File: config.mk
export PLATFORM = sky130hd
export DESIGN_NAME = wave_meter
export DESIGN_NICKNAME = d
export VERILOG_FILES = /design/src/rtl/wave_meter.sv
export SDC_FILE = /design/constraint.sdc
export NUM_CORES = 1
export LEC_CHECK = 0
export CORE_ASPECT_RATIO = 1.75
export CORE_MARGIN = 5
export CORE_UTILIZATION = 54
export DETAILED_ROUTE_END_ITERATION = 6
export PLACE_DENSITY = 0.78
export SLEW_MARGIN = 0
export SYNTH_ARGS = -nofsm -noshare
export SYNTH_HDL_FRONTEND = slang
export SYNTH_SLANG_ARGS = --single-unit
File: constraint.sdc
create_clock -name clk -period 1.9 [get_ports clk]
set_input_delay 0.57 -clock clk [delete_from_list [all_inputs] [get_ports clk]]
set_output_delay 0.57 -clock clk [all_outputs]
set_load 0.1 [all_outputs]
File: src/rtl/wave_meter.sv
// wave_meter: measures high/low phase lengths of an async square wave in TICK_DIV-cycle units.
// Optional 3-sample glitch filter after the synchronizer: define WAVE_METER_GLITCH_FILTER_EN.
module wave_meter #(
  parameter int TICK_DIV = 10,
  parameter int CNT_W    = 8
) (
  input  logic             clk,
  input  logic             reset,
  input  logic             en,
  input  logic             wave_in,
  output logic [CNT_W-1:0] high_units,
  output logic [CNT_W-1:0] low_units,
  output logic             valid,
  output logic             ovf,
  output logic             locked
);
  typedef enum logic [1:0] {ACQ, HIGH, LOW} state_t;
  localparam int PW = $clog2(TICK_DIV);
  localparam logic [PW-1:0] PRE_LAST = PW'(TICK_DIV - 1);
  localparam logic [CNT_W-1:0] CNT_MAX = '1;
  state_t state, state_n;
  logic s1, ws, lvl, lvl_d, chg, fall_hi, done;
  logic [PW-1:0] pre;
  logic [CNT_W-1:0] cnt, high_cap;
  always_ff @(posedge clk or posedge reset)
    if (reset) {s1, ws} <= '0;
    else {s1, ws} <= {wave_in, s1};
`ifdef WAVE_METER_GLITCH_FILTER_EN
  logic [1:0] hist;
  logic filt;
  assign lvl = (ws == hist[0] && ws == hist[1]) ? ws : filt;
  always_ff @(posedge clk or posedge reset)
    if (reset) {hist, filt} <= '0;
    else {hist, filt} <= {hist[0], ws, lvl};
`else
  assign lvl = ws;
`endif
  always_ff @(posedge clk or posedge reset)
    if (reset) lvl_d <= 1'b0;
    else lvl_d <= lvl;
  assign chg     = lvl != lvl_d;
  assign done    = en && chg && lvl && state == LOW;
  assign fall_hi = en && chg && !lvl && state == HIGH;
  assign locked  = state != ACQ;
  always_comb begin
    state_n = !en ? ACQ : !chg ? state : lvl ? HIGH : state == HIGH ? LOW : state;
  end
  always_ff @(posedge clk or posedge reset)
    if (reset) state <= ACQ;
    else state <= state_n;
  // the edge cycle itself is the first cycle of the new phase, so restart at 1
  always_ff @(posedge clk or posedge reset)
    if (reset) begin
      pre <= '0;
      cnt <= '0;
    end else if (!en || chg) begin
      pre <= en ? PW'(1) : '0;
      cnt <= '0;
    end else begin
      pre <= pre == PRE_LAST ? '0 : pre + 1'b1;
      if (pre == PRE_LAST && cnt != CNT_MAX) cnt <= cnt + 1'b1;
    end
  always_ff @(posedge clk or posedge reset)
    if (reset) begin
      high_cap   <= '0;
      high_units <= '0;
      low_units  <= '0;
      ovf        <= 1'b0;
      valid      <= 1'b0;
    end else begin
      valid <= done;
      if (fall_hi) high_cap <= cnt;
      if (done) begin
        high_units <= high_cap;
        low_units  <= cnt;
        ovf        <= (high_cap == CNT_MAX) || (cnt == CNT_MAX);
      end
    end
endmodule

# Word level (Yosys, flattened, before mapping)
# Index checks and enable logic that the tools add are counted.
# word_totals
ff_bits,43
inputBits,4
out_inout_bits,19
elab_cells,44
# classes
addsub,2
eq_ne,9
n_mux,9
n_reduce_logical,13
# op_table
op,n
8-bit == test (second input constant),2
8-bit two-way mux,2
8-bit by 1-bit adder with 8-bit output (second input constant),1
2-bit two-way mux,4
4-bit two-way mux,2
8-bit != test (second input constant),1
1-bit logical AND,6
4-bit by 1-bit adder with 4-bit output (second input constant),1
4-bit == test (second input constant),1
2-bit nonzero test,2
3-bit by 1-bit != test with 1-bit output (second input constant),1
2-bit by 1-bit == test with 1-bit output (second input constant),1
2-bit == test (second input constant),1
1-bit logical NOT,2
1-bit logical OR,2
2-bit by 1-bit != test with 1-bit output (second input constant),1
2-bit AND reduction,1
1-bit two-way mux,1
1-bit != test,1

# Depth between registers and ports, before layout
# depth
depth_word,5
depth_mapped,7

# Least setup slack after synthesis
# No wires, ideal clock.
# synth_path
kind,register to register
from,"register ws, in the netlist lvl"
to,register high_cap[0]
t_arrival_ns,1.469
path_slack_ns,0.306
path_stages_with_launch,5
period_less_slack_ns,1.594
path_cell_list,dfrtp_1 -> nand2b_4 -> or2_4 -> nor3b_4 -> mux2_2
# synth_between
elab_chain_len,4
elab_cells_between_ends,5
# synth_rtl
element,line_no,source
from (decl),22,"logic s1, ws, lvl, lvl_d, chg, fall_hi, done;"
from (signal assigned),27,"else {s1, ws} <= {wave_in, s1};"
1-bit != test,41,assign chg = lvl != lvl_d;
1-bit logical AND,43,assign fall_hi = en && chg && !lvl && state == HIGH;
1-bit logical AND * (2 in a row),43,
to (signal assigned),72,if (fall_hi) high_cap <= cnt;
to (decl),24,"logic [CNT_W-1:0] cnt, high_cap;"
# Mark *: on every way between the ends. The rest lies on a longest branch, timed or not.
# A chain may end at the register's enable or synchronous reset.

# Worst setup path after layout
# layout_path
from,register state[1]
to,output port locked
# layout_between
elab_chain_len,1
# layout_rtl
element,line_no,source
from (decl),21,"state_t state, state_n;"
from (signal assigned),50,else state <= state_n;
2-bit nonzero test,44,assign locked = state != ACQ;
to (decl),15,output logic locked
# Every way passes these cells.

==> qor.yml <==
outcome: "finished, final reports clean"
syn_nets: 148
setup_ws_ns: 0.0817
drv_cap: 0
grt_use_total_pct: 17.3
grt_pass1_vias: 1253
powerDensity_nw_per_um2: 683
firstDrtPassIters: 4
cts-root-buf: "clkbuf_8"
cp.buffers_inverters: 1
cp_top_family: "flip-flops"
crit_required_ns: 1.33
hold_class: "reg2reg"
worstSetupPathType: "reg2out"
drt_iter0_markers: 26
synth-seq-cells: 43
fill_cells: 222
max_freq_mhz: 550
cp-end-kind: "output port"
drc: 0
vias_per_cell: 5.55
fin_nets: 177
hpwl_mm: 2.48
min-delay-start: "s1"
max_stage_delay_ns: 0.45
drive_gt1_share_pct: 34.7
die_y_um: 86.9
cts_setup_buffers: 0
startpoint_type: "register"
vias: 1193
fin_hold_ws_ns: 0.360
place_congestion: 0.719
slew_viol_final: 0
cts_max_level: 2
dieArea_um2: 4690
finClkSkew_ns: 0.00717
rsz0062_at_grt: "no"
cts.clk_slew.worst_paths_ns: 0.08
cp_slowest_cell: "dfrtp_1"
ioPinCount: 23
num_rows: 28
leakage_nw: 1.10
reg2reg_from: "lvl"
synth_cells: 141
place_inst: 208
post_cts_resized: 0
drtAntennaViolNets: 0
ys_seq_area_share_pct: 59.0
vdd_drop_max_v: 0.000748
syn_to_final_growth_pct: 32.6
antennaDiodeCount: 0
crit_chain: "or2_2, buf_12"
crit_start: "state[1]"
ctsHoldBuffers: 0
yosys_warnings: 0
clock-sinks: 43
clk_path_buf_depth: 2
wl_per_cell_um: 16.3
routed_wirelength_mm: 3.51
netlist_area_um2: 1820
final_cell_mix: "dfrtp_1 (43), mux2_2 (24), buf_12 (22)"
yosysUniqueCellTypes: 31
finalSetupTns_ns: 0
slew_headroom_pct: 69.8
max_slew.worst_pin.slew_ns: 0.449
finalHoldViolCount: 0
cts_inserted_buffers: 5
port_buffers: 22
antenna_found_initial: 0
fin_crit_ns: 1.82
layout_commonest_cell: "dfrtp_1"
grt_pass1_wl_mm: 5.93
grt_max_degree: 44
cts_tree: "yes"
layoutNonFillerInstCount: 215
worst_skew_pair.late_latency_ns: 0.29
avgSynthCellArea_um2: 12.9
overflow: 0
setup_viol: 0
cp_max_fo: 5
core_area_um2: 3330
post-place-ws_ns: -0.155
fin_crit_sh_pct: 95.7
arrival_ns: 1.25
initial_core_util_pct: 54.8
fp.dieW_um: 53.9
## registers in the layout, indices dropped and copies added, names as in the netlist
name / cells
pre: 4
high_cap: 8
high_units: 8
valid: 1
s1: 1
lvl_d: 1
state: 2
lvl: 1
cnt: 8
ovf: 1
low_units: 8
## per-stage QoR
stage	total power, mW	area (um^2)	util, %
CTS	1.67	2420	72.7
detailed placement	1.09	2330	70.1
global placement	1.08	2330	70.1
floorplan	1.04	1820	-
finish	1.65	2420	72.7
global route	1.71	2420	72.7
## where the power goes
group | leakage (nW) | internal [mW] | switching, mW
combinational | 0.465 | 0.0479 | 0.0812
clock | 0.0470 | 0.285 | 0.298
sequential | 0.590 | 0.926 | 0.0133
## routing by layer
metal	wire, um	track usage, %	up-vias
met5	0	0	-
met4	61	7.44	0
met3	148	4.29	6
met2	1930	28.6	25
met1	1370	20.8	614
li1	-	-	548
## final cells by class
class | count | area (um^2) | share of cell area (%)
clock buffer | 6 | 82.6 | 3.41
clock inverter | 1 | 5.00 | 0.207
inverter | 4 | 15.0 | 0.620
multi-input combinational | 91 | 714 | 29.5
sequential | 43 | 1080 | 44.5
tap | 45 | 56.3 | 2.33
timing repair buffer | 25 | 470 | 19.4
## final timing paths
kind / to / slack, ns / cells after the start
max: locked / 0.08 / 2
min: lvl / 0.36 / 0
max reg2reg: high_cap[7] / 0.24 / 5
min reg2reg: lvl / 0.36 / 0
max in group asynchronous: cnt[4] / 1.05 / 3
min in group asynchronous: high_units[1] / 0.63 / 3
## cell families (layout without fill, tap and decap cells)
logic type | Yosys count | in the layout | synth area share [%]
compound gates | 15 | 15 | 5.01
xor+xnor | 4 | 4 | 1.92
fa+ha+maj | 3 | 3 | 2.06
buf+inv | 7 | 36 | 1.85
flops | 43 | 43 | 59.0
mux | 26 | 26 | 15.9
simple gates | 43 | 43 | 14.3
## cells in the mapped netlist, drive strengths merged
| cell type | instances | area [um^2] |
|---|---|---|
| xor2 | 2 | 17.5 |
| nand3 | 2 | 10.0 |
| nor3 | 8 | 51.3 |
| o2111ai | 1 | 8.76 |
| nand2b | 2 | 27.5 |
| o31ai | 1 | 7.51 |
| dfrtp | 43 | 1080 |
| and2 | 3 | 18.8 |
| a21oi | 4 | 20.0 |
| inv | 4 | 15.0 |
| nand4 | 2 | 12.5 |
| nand2 | 7 | 26.3 |
| nor2 | 11 | 41.3 |
| or2 | 2 | 15.0 |
| ha | 3 | 37.5 |
| buf | 1 | 11.3 |
| nor3b | 2 | 26.3 |
| o21ai | 4 | 20.0 |
| xnor2 | 2 | 17.5 |
| clkbuf | 2 | 7.51 |
| mux2i | 2 | 20.0 |
| nor4 | 1 | 6.26 |
| nand3b | 1 | 7.51 |
| a21boi | 1 | 7.51 |
| a31oi | 2 | 12.5 |
| and3b | 2 | 17.5 |
| mux2 | 24 | 270 |
| a211oi | 2 | 15.0 |
(Power assumes the default switching activity.)
